`src/rtl/icache.sv`:
```
// icache: direct-mapped, one-word-per-line instruction cache between IF and mem_ctrl.
// Define ICACHE_STAT_EN to add the hit_cnt_o / miss_cnt_o counters.
module icache #(
    parameter int INDEX_W = 6,
    parameter int ADDR_W  = 18
) (
    input  logic        clk,
    input  logic        rst,
    input  logic        rdy,
    input  logic        flush,
    input  logic        fe_i,
    input  logic [31:0] fpc_i,
    output logic        inst_ok_o,
    output logic [31:0] inst_o,
    output logic [31:0] inst_pc_o,
    output logic        mem_req_o,
    output logic [31:0] mem_addr_o,
    input  logic        mem_done_i,
    input  logic [31:0] mem_inst_i
`ifdef ICACHE_STAT_EN
    ,
    output logic [31:0] hit_cnt_o,
    output logic [31:0] miss_cnt_o
`endif
);
    localparam int LINES = 1 << INDEX_W;
    localparam int TAG_W = ADDR_W - INDEX_W - 2;
    localparam logic [0:0] IDLE = 1'b0;
    localparam logic [0:0] MISS = 1'b1;
    localparam logic [LINES-1:0] ONE = 1;

    logic [0:0]         state;
    logic [31:0]        data_arr [LINES];
    logic [TAG_W-1:0]   tag_arr [LINES];
    logic [LINES-1:0]   valid;
    logic [31:0]        pc_al;
    logic [INDEX_W-1:0] idx, fill_idx;
    logic [TAG_W-1:0]   tag, fill_tag;
    logic               hit, fill_io, fill_set, do_fill, do_hit, do_miss;
    logic               unused_ok;

    assign pc_al     = {fpc_i[31:2], 2'b00};
    assign idx       = fpc_i[INDEX_W+1:2];
    assign tag       = fpc_i[ADDR_W-1:INDEX_W+2];
    assign hit       = valid[idx] && tag_arr[idx] == tag && fpc_i[ADDR_W-1 -: 2] != 2'b11;
    assign unused_ok = ^fpc_i[1:0];

    // mem_addr_o doubles as the latched miss address for the refill
    assign fill_idx = mem_addr_o[INDEX_W+1:2];
    assign fill_tag = mem_addr_o[ADDR_W-1:INDEX_W+2];
    assign fill_io  = mem_addr_o[ADDR_W-1 -: 2] == 2'b11;

    // a flush in the lookup cycle turns a would-be hit into a miss
    assign do_hit   = rdy && state == IDLE && fe_i && hit && !flush;
    assign do_miss  = rdy && state == IDLE && fe_i && !(hit && !flush);
    assign do_fill  = rdy && state == MISS && mem_done_i;
    assign fill_set = do_fill && !fill_io;

    always_ff @(posedge clk or negedge rst) begin
        if (!rst) begin
            state      <= IDLE;
            valid      <= '0;
            inst_ok_o  <= 1'b0;
            inst_o     <= '0;
            inst_pc_o  <= '0;
            mem_req_o  <= 1'b0;
            mem_addr_o <= '0;
        end else if (rdy) begin
            state      <= do_miss ? MISS : do_fill ? IDLE : state;
            valid      <= (flush ? '0 : valid) | (fill_set ? ONE << fill_idx : '0);
            inst_ok_o  <= do_hit || do_fill;
            inst_o     <= do_fill ? mem_inst_i : do_hit ? data_arr[idx] : inst_o;
            inst_pc_o  <= do_fill ? mem_addr_o : do_hit ? pc_al : inst_pc_o;
            mem_req_o  <= do_miss ? 1'b1 : do_fill ? 1'b0 : mem_req_o;
            mem_addr_o <= do_miss ? pc_al : mem_addr_o;
        end
    end

    always_ff @(posedge clk) begin
        if (fill_set) begin
            data_arr[fill_idx] <= mem_inst_i;
            tag_arr[fill_idx]  <= fill_tag;
        end
    end

`ifdef ICACHE_STAT_EN
    always_ff @(posedge clk or negedge rst) begin
        if (!rst) begin
            hit_cnt_o  <= '0;
            miss_cnt_o <= '0;
        end else begin
            hit_cnt_o  <= do_hit ? hit_cnt_o + 32'd1 : hit_cnt_o;
            miss_cnt_o <= do_miss ? miss_cnt_o + 32'd1 : miss_cnt_o;
        end
    end
`endif
endmodule

```
`config.mk`:
```
export PLATFORM = sky130hd
export DESIGN_NAME = icache
export DESIGN_NICKNAME = d
export VERILOG_FILES = /design/src/rtl/icache.sv
export SDC_FILE = /design/constraint.sdc
export NUM_CORES = 2
export LEC_CHECK = 0
export ABC_AREA = 1
export ABC_CLOCK_PERIOD_IN_PS = 4800
export CAP_MARGIN = 20
export CORE_ASPECT_RATIO = 1.5
export CORE_MARGIN = 4
export CORE_UTILIZATION = 25
export DETAILED_ROUTE_END_ITERATION = 8
export PLACE_DENSITY = 0.49
export SYNTH_ARGS = -nofsm -noshare
export SYNTH_HDL_FRONTEND = slang
export SYNTH_SLANG_ARGS = --single-unit
```
`constraint.sdc`:
```
create_clock -name clk -period 4.8 [get_ports clk]
set_input_delay 1.2 -clock clk [delete_from_list [all_inputs] [get_ports clk]]
set_output_delay 1.2 -clock clk [all_outputs]
set_load 0.1 [all_outputs]
```
==> run_results.csv <==
group,metric,value,unit
outcome,status,"finished clean",
timing,hold_viol,0,
clock_tree,clock_latency,880,ps
floorplan,die_w,556.1,µm
synth,ys_seq_elements,2846,
final_layout,drive_gt1_frac,0.1020,
timing,holdWs,236.5,ps
critical_path,crit_buf_inv,1,
synth,synth_xor_area_frac,0,
synth,yosys.area.top_type,"edfxtp_1",
critical_path,critPathKind,"reg2out",
global_routing,grt_pass1_vias,74350,
final_layout,nNetsFinal,9161,
routing,dr.first_iter.drc_count,7552,
min_path,min_path_type,"in2async",
clock_tree,cts_setup_buffers,0,
final_layout,utilization,0.2957,
critical_path,crit_slowest_cell,"clkdlybuf4s50_1",
synth,ys_seq_area_frac,0.7517,
placement,post-dp-hpwl,226.0,mm
final_layout,regArea,84680,µm²
floorplan,rows,301,
timing,fmax,236.6,MHz
timing,finalSetupTns,0,ps
clock_tree,cts.repair.resized,0,
power,powerDensity,452.9,nW/µm²
clock_tree,path_clk_slew,60,ps
critical_path,start_kind,"register",
global_routing,grt_usage,0.1692,
synth,synth_compound_area_frac,0.1033,
timing,grt_setup_unrepaired,"false",
timing,drv_slew,0,
synth,synth.top_cell.area_share,0.7166,
critical_path,crit_start,"mem_addr_o[17]",
placement,dp_slack,50.64,ps
power,cellLeakagePower,42.92,nW
clock_tree,clock_sink_count,2846,
synth,async_flop_share,0.05552,
floorplan,io_pins,168,
final_layout,multi_input_area,25430,µm²
floorplan,start_util,0.2511,
floorplan,coreArea,448500,µm²
routing,drt_first_pass_iters,5,
clock_tree,postCtsHoldBufs,0,
clock_tree,cts_max_level,5,
placement,io_buffers,161,
synth,synth_enable_flop_cells,2688,
global_routing,grt_max_degree,163,
routing,num_vias,76420,
critical_path,crit_required,3600,ps
synth,synth_adder_area_share,0,
synth,synthCells,8901,
floorplan,fp.dieArea,461600,µm²
timing,tightest_slew,1175,ps
routing,via_per_inst,5.023,
synth,ys_types,34,
final_layout,nFillCells,44880,
critical_path,worstReg2RegStart,"mem_addr_o[17]",
placement,gp_congestion,0.8023,
critical_path,worst_setup_path_end_kind,"output pin",
synth,yosys-top-cells-area,"edfxtp_1 (72%), o21ai_0 (6.2%), nor2_1 (4.3%)",
routing,antenna_left,0,
synth,synth-main-ff-cell,"edfxtp_1",
floorplan,die_y,830.1,µm
timing,post-route-min-period,4227,ps
clock_tree,cts_tree,"done",
clock_tree,cts_buffers,279,
clock_tree,root_buffer,"clkbuf_16",
timing,relSlewSlack,0.2145,
routing,wl_per_cell,26.64,µm
global_routing,globalRouteOverflowTotal,0,
global_routing,antenna_found_initial,22,
timing,final.setup.worst_slack,573.1,ps
final_layout,syn_to_final_growth,17.75,%
clock_tree,clockBufferDepth,4,
synth,synth_top_family_by_area,"simple AND/OR/NAND/NOR gates",
routing,drc_errors,0,
synth,synth_area,112600,µm²
timing,skew,47.93,ps
critical_path,slowest_delay,1320,ps
synth,synthSimpleGateAreaFrac,0.1176,
critical_path,cp_max_fo,34,
critical_path,critical_path_arrival,3030,ps
routing,routed_wl,405.4,mm
synth,synth.avg_cell_area,12.65,µm²
synth,yosys_warnings,0,
critical_path,path_cells,"clkdlybuf4s50_1",
timing,finalCritPeriodShare,0.8806,
global_routing,grt_pass1_wl,565.4,mm
flow_run,maxCapViolCount,0,
power,ir_drop,236.3,µV
synth,synth.area.mux_share,0,
timing,final-setup-viol-count,0,
critical_path,crit_family,"buffers and inverters",
[through the flow]
stage / cells / cell area [µm²] / power [W]
6_report: 15220 / 132600 / 0.06007
5_1_grt: 15210 / 132600 / 0.06215
4_1_cts: 15200 / 132600 / 0.06073
3_5_place_dp: 14720 / 123800 / 0.03892
3_3_place_gp: 14720 / 123800 / 0.03880
2_1_floorplan: 8904 / 112700 / 0.03499
[worst paths after layout]
kind | endpoint | slack, ps | cells past startpoint
min in group clk | valid[55] | 490 | 2
hold reg to reg | valid[55] | 490 | 2
max in group asynchronous | mem_addr_o[11] | 3540 | 2
setup / recovery | mem_addr_o[17] | 570 | 1
setup reg to reg | data_arr[32][9] | 1430 | 7
hold / removal | mem_addr_o[23] | 240 | 1
[area by class of cell]
class                           instances  share of cell area
Timing Repair Buffer                  567             0.04553
Clock buffer                          340             0.05556
Tap cell                             5908             0.05573
Clock inverter                        144             0.01067
Multi-Input combinational cell       5333              0.1917
Inverter                               64            0.002075
Sequential cell                      2846              0.6385
Antenna cell                           13           0.0002453
[flip-flops by register name (all words and copies together), names as in the netlist]
register / cells
inst_pc_o: 30
tag_arr: 640
inst_ok_o: 1
valid: 64
inst_o: 32
mem_addr_o: 30
data_arr: 2048
mem_req_o: 1
[per-layer routing]
| metal | global-route usage | vias up | part of all wire | wire, µm |
|---|---|---|---|---|
| met5 | 0 | - | 0.000054 | 22 |
| met4 | 0.08055 | 4 | 0.052 | 21170 |
| met3 | 0.02435 | 796 | 0.063 | 25700 |
| met2 | 0.2992 | 3009 | 0.50 | 204100 |
| met1 | 0.2013 | 39480 | 0.38 | 154400 |
| li1 | - | 33130 | - | - |
[layout by cell type, fill, tap and decap left out, drive strengths merged, types with 67 or more instances in the layout]
cell type,synthesis,layout
clkbuf,414,341
o22ai,467,467
nor2,1278,1278
nand3,837,837
dfrtp,158,158
o221ai,114,114
clkinv,6,103
inv,58,67
nand2,1102,1102
clkdlybuf4s50,0,98
buf,247,468
o21ai,1410,1410
edfxtp,2688,2688
[kinds of logic after synthesis]
kind of cell    after synthesis
other cells                   1
flops                      2846
buf+inv                     725
compound gates             2092
simple gates               3237
[Yosys cell counts (17+ instances only)]
cell,count
inv_1,54
buf_2,171
o21ai_0,1393
o221ai_1,114
buf_1,40
dfrtp_1,158
nand3_1,836
a21oi_1,44
buf_4,32
o21ai_1,17
nor2_1,1278
clkbuf_1,413
o22ai_1,467
nand2_1,1101
a31oi_1,19
edfxtp_1,2688
[where the power goes]
group | internal, W | switching [W] | total [W] | leakage [nW]
combinational | 0.00186 | 0.00731 | 0.00917 | 12.4
sequential | 0.0286 | 0.000497 | 0.0291 | 26.3
clock | 0.0123 | 0.00950 | 0.0218 | 4.27
No activity file was read; power rests on OpenSTA's default activity.
==> variant, RTL diff (same settings) <==
Change the parameter `ADDR_W` from 18 to 9.
--- a/src/rtl/icache.sv
+++ b/src/rtl/icache.sv
@@ -3,5 +3,5 @@
 module icache #(
     parameter int INDEX_W = 6,
-    parameter int ADDR_W  = 18
+    parameter int ADDR_W  = 9
 ) (
     input  logic        clk,
Function: not settled (the Yosys comparison gave no result); the edit may change what the design does.
==> variant against the original RTL <==
Setup slack better by 0.36 ns. Routed wire length is 28% lower. Sequential cell count is 576 lower. Total power is 23% lower. Utilization hardly changed. Sequential share of layout area is 0.64 points lower. Die area is 20% lower. Final area is 20% lower. Area after synthesis is 20% lower. Largest cell class unchanged. Largest power group unchanged.
==> variant: results (changes against the original RTL) <==
| Metric | Value |
|---|---|
| Crit-path max FO | 7 (-79%) |
| Worst setup margin | 0.934 ns (+0.361 ns) |
| DP Wirelength | 179 mm (-21%) |
| Share of layout cells above drive strength 1 | 10.7% (+0.51 points) |
| Layout filler cell count | 36500 (-19%) |
| Clock H-tree levels | 4 (-1) |
| Total Nets Final | 7577 (-17%) |
| P_leak | 35.0 nW (-18%) |
| Largest net degree at the start of global routing | 117 (-28%) |
| Final non-filler cell total | 12400 (-18%) |
| Normalized max-slew margin | 23.6% (+2.1 points) |
| Final Skew | 0.0482 ns (+0.000295 ns) |
| Outcome | complete, no violations |
| Num CTS Buffers | 201 (-28%) |
| Critical Path AT | 2.67 ns (-0.36 ns) |
| Cell Int Power | 32.8 mW (-23%) |
| Critical path capture point | mem_addr_o[3] |
| Vias in the first global route | 59800 (-20%) |
| Worst R2R Start | mem_addr_o[3] |
| Placed inst area | 100000 um2 (-19%) |
| Place WS | 0.478 ns (+0.428 ns) |
| Post-synth EDFFs | 2112 (-21%) |
| Top cells by area, synth | edfxtp_1 (70%), o21ai_0 (6.7%), nor2_1 (5.3%) |
| Slowest stage delay, CP | 1.23 ns (-0.09 ns) |
| Top cells by count, synth | edfxtp_1 (2112), nor2_1 (1277), o21ai_0 (1211) |
| Antenna violations before repair | 16 (-27%) |
| DR WL/cell | 23.6 um (-12%) |
| Placer Congestion | 0.803 (+0.12%) |
| Reg2Reg Depth | 5 (-2) |
| R2r setup slk | 1.61 ns (+0.18 ns) |
| Post-synth ARST share | 6.96% (+1.4 points) |
| Netlist cell types | 28 (-18%) |
variant: cell count changes after synthesis, sizes merged, moves of 30 or more:
cell / change
o21ai: -82
clkbuf: -121
o221ai: -30
nand3: -555
nand2: -186
edfxtp: -576
variant: logic make-up after synthesis:
logic type / Yosys count / share of synthesized area [%]
buffers and inverters: 595 / 2.86
AND/OR/NAND/NOR: 2520 / 11.0
other: 1 / 0.00416
flip-flops: 2270 / 74.7
AO/OA/AOI/OAI: 1886 / 11.5
variant: worst min-delay path by stage:
stage | startpoint | to | slack, ns | depth (start not counted)
after detailed placement | valid[10] | valid[10] | 0.47 | 2
after floorplan | valid[0] | valid[0] | 0.45 | 2
final | rst | valid[38] | 0.39 | 1
after CTS | rst | valid[38] | 0.40 | 1
after global routing | rst | valid[38] | 0.46 | 1
after global placement | valid[0] | valid[0] | 0.47 | 2
variant: through the flow:
step | util (%) | total power, mW | hold slack, ns
after floorplan | - | 27.8 | 0.453
after global placement | 27.8 | 30.8 | 0.466
after detailed placement | 27.8 | 30.8 | 0.474
after CTS | 29.6 | 47.0 | 0.399
after global routing | 29.6 | 48.1 | 0.464
final | 29.6 | 46.5 | 0.387
variant: per-layer routing:
layer	routed length, um	GRT usage, %
met5	20	0
met4	10800	5.52
met2	155000	28.7
met3	13400	1.55
met1	114000	17.8
variant: final cells by class:
cell class / instances / share of cell area [%]
diodes: 6 / 0.0141
clock buffers: 251 / 5.00
clock inverters: 108 / 0.968
inverters: 68 / 0.266
multi-input cells: 4410 / 19.5
flip-flops and latches: 2270 / 63.2
well taps: 4760 / 5.59
repair buffers: 556 / 5.44
variant: power groups by stage:
stage / sequential, mW / clock [mW] / combinational, mW
6_report: 22.7 / 16.2 / 7.66
5_1_grt: 22.7 / 17.3 / 8.07
4_1_cts: 22.7 / 16.6 / 7.73
3_5_place_dp: 23.1 / 0 / 7.72
3_3_place_gp: 23.1 / 0 / 7.67
2_1_floorplan: 25.8 / 0 / 2.03
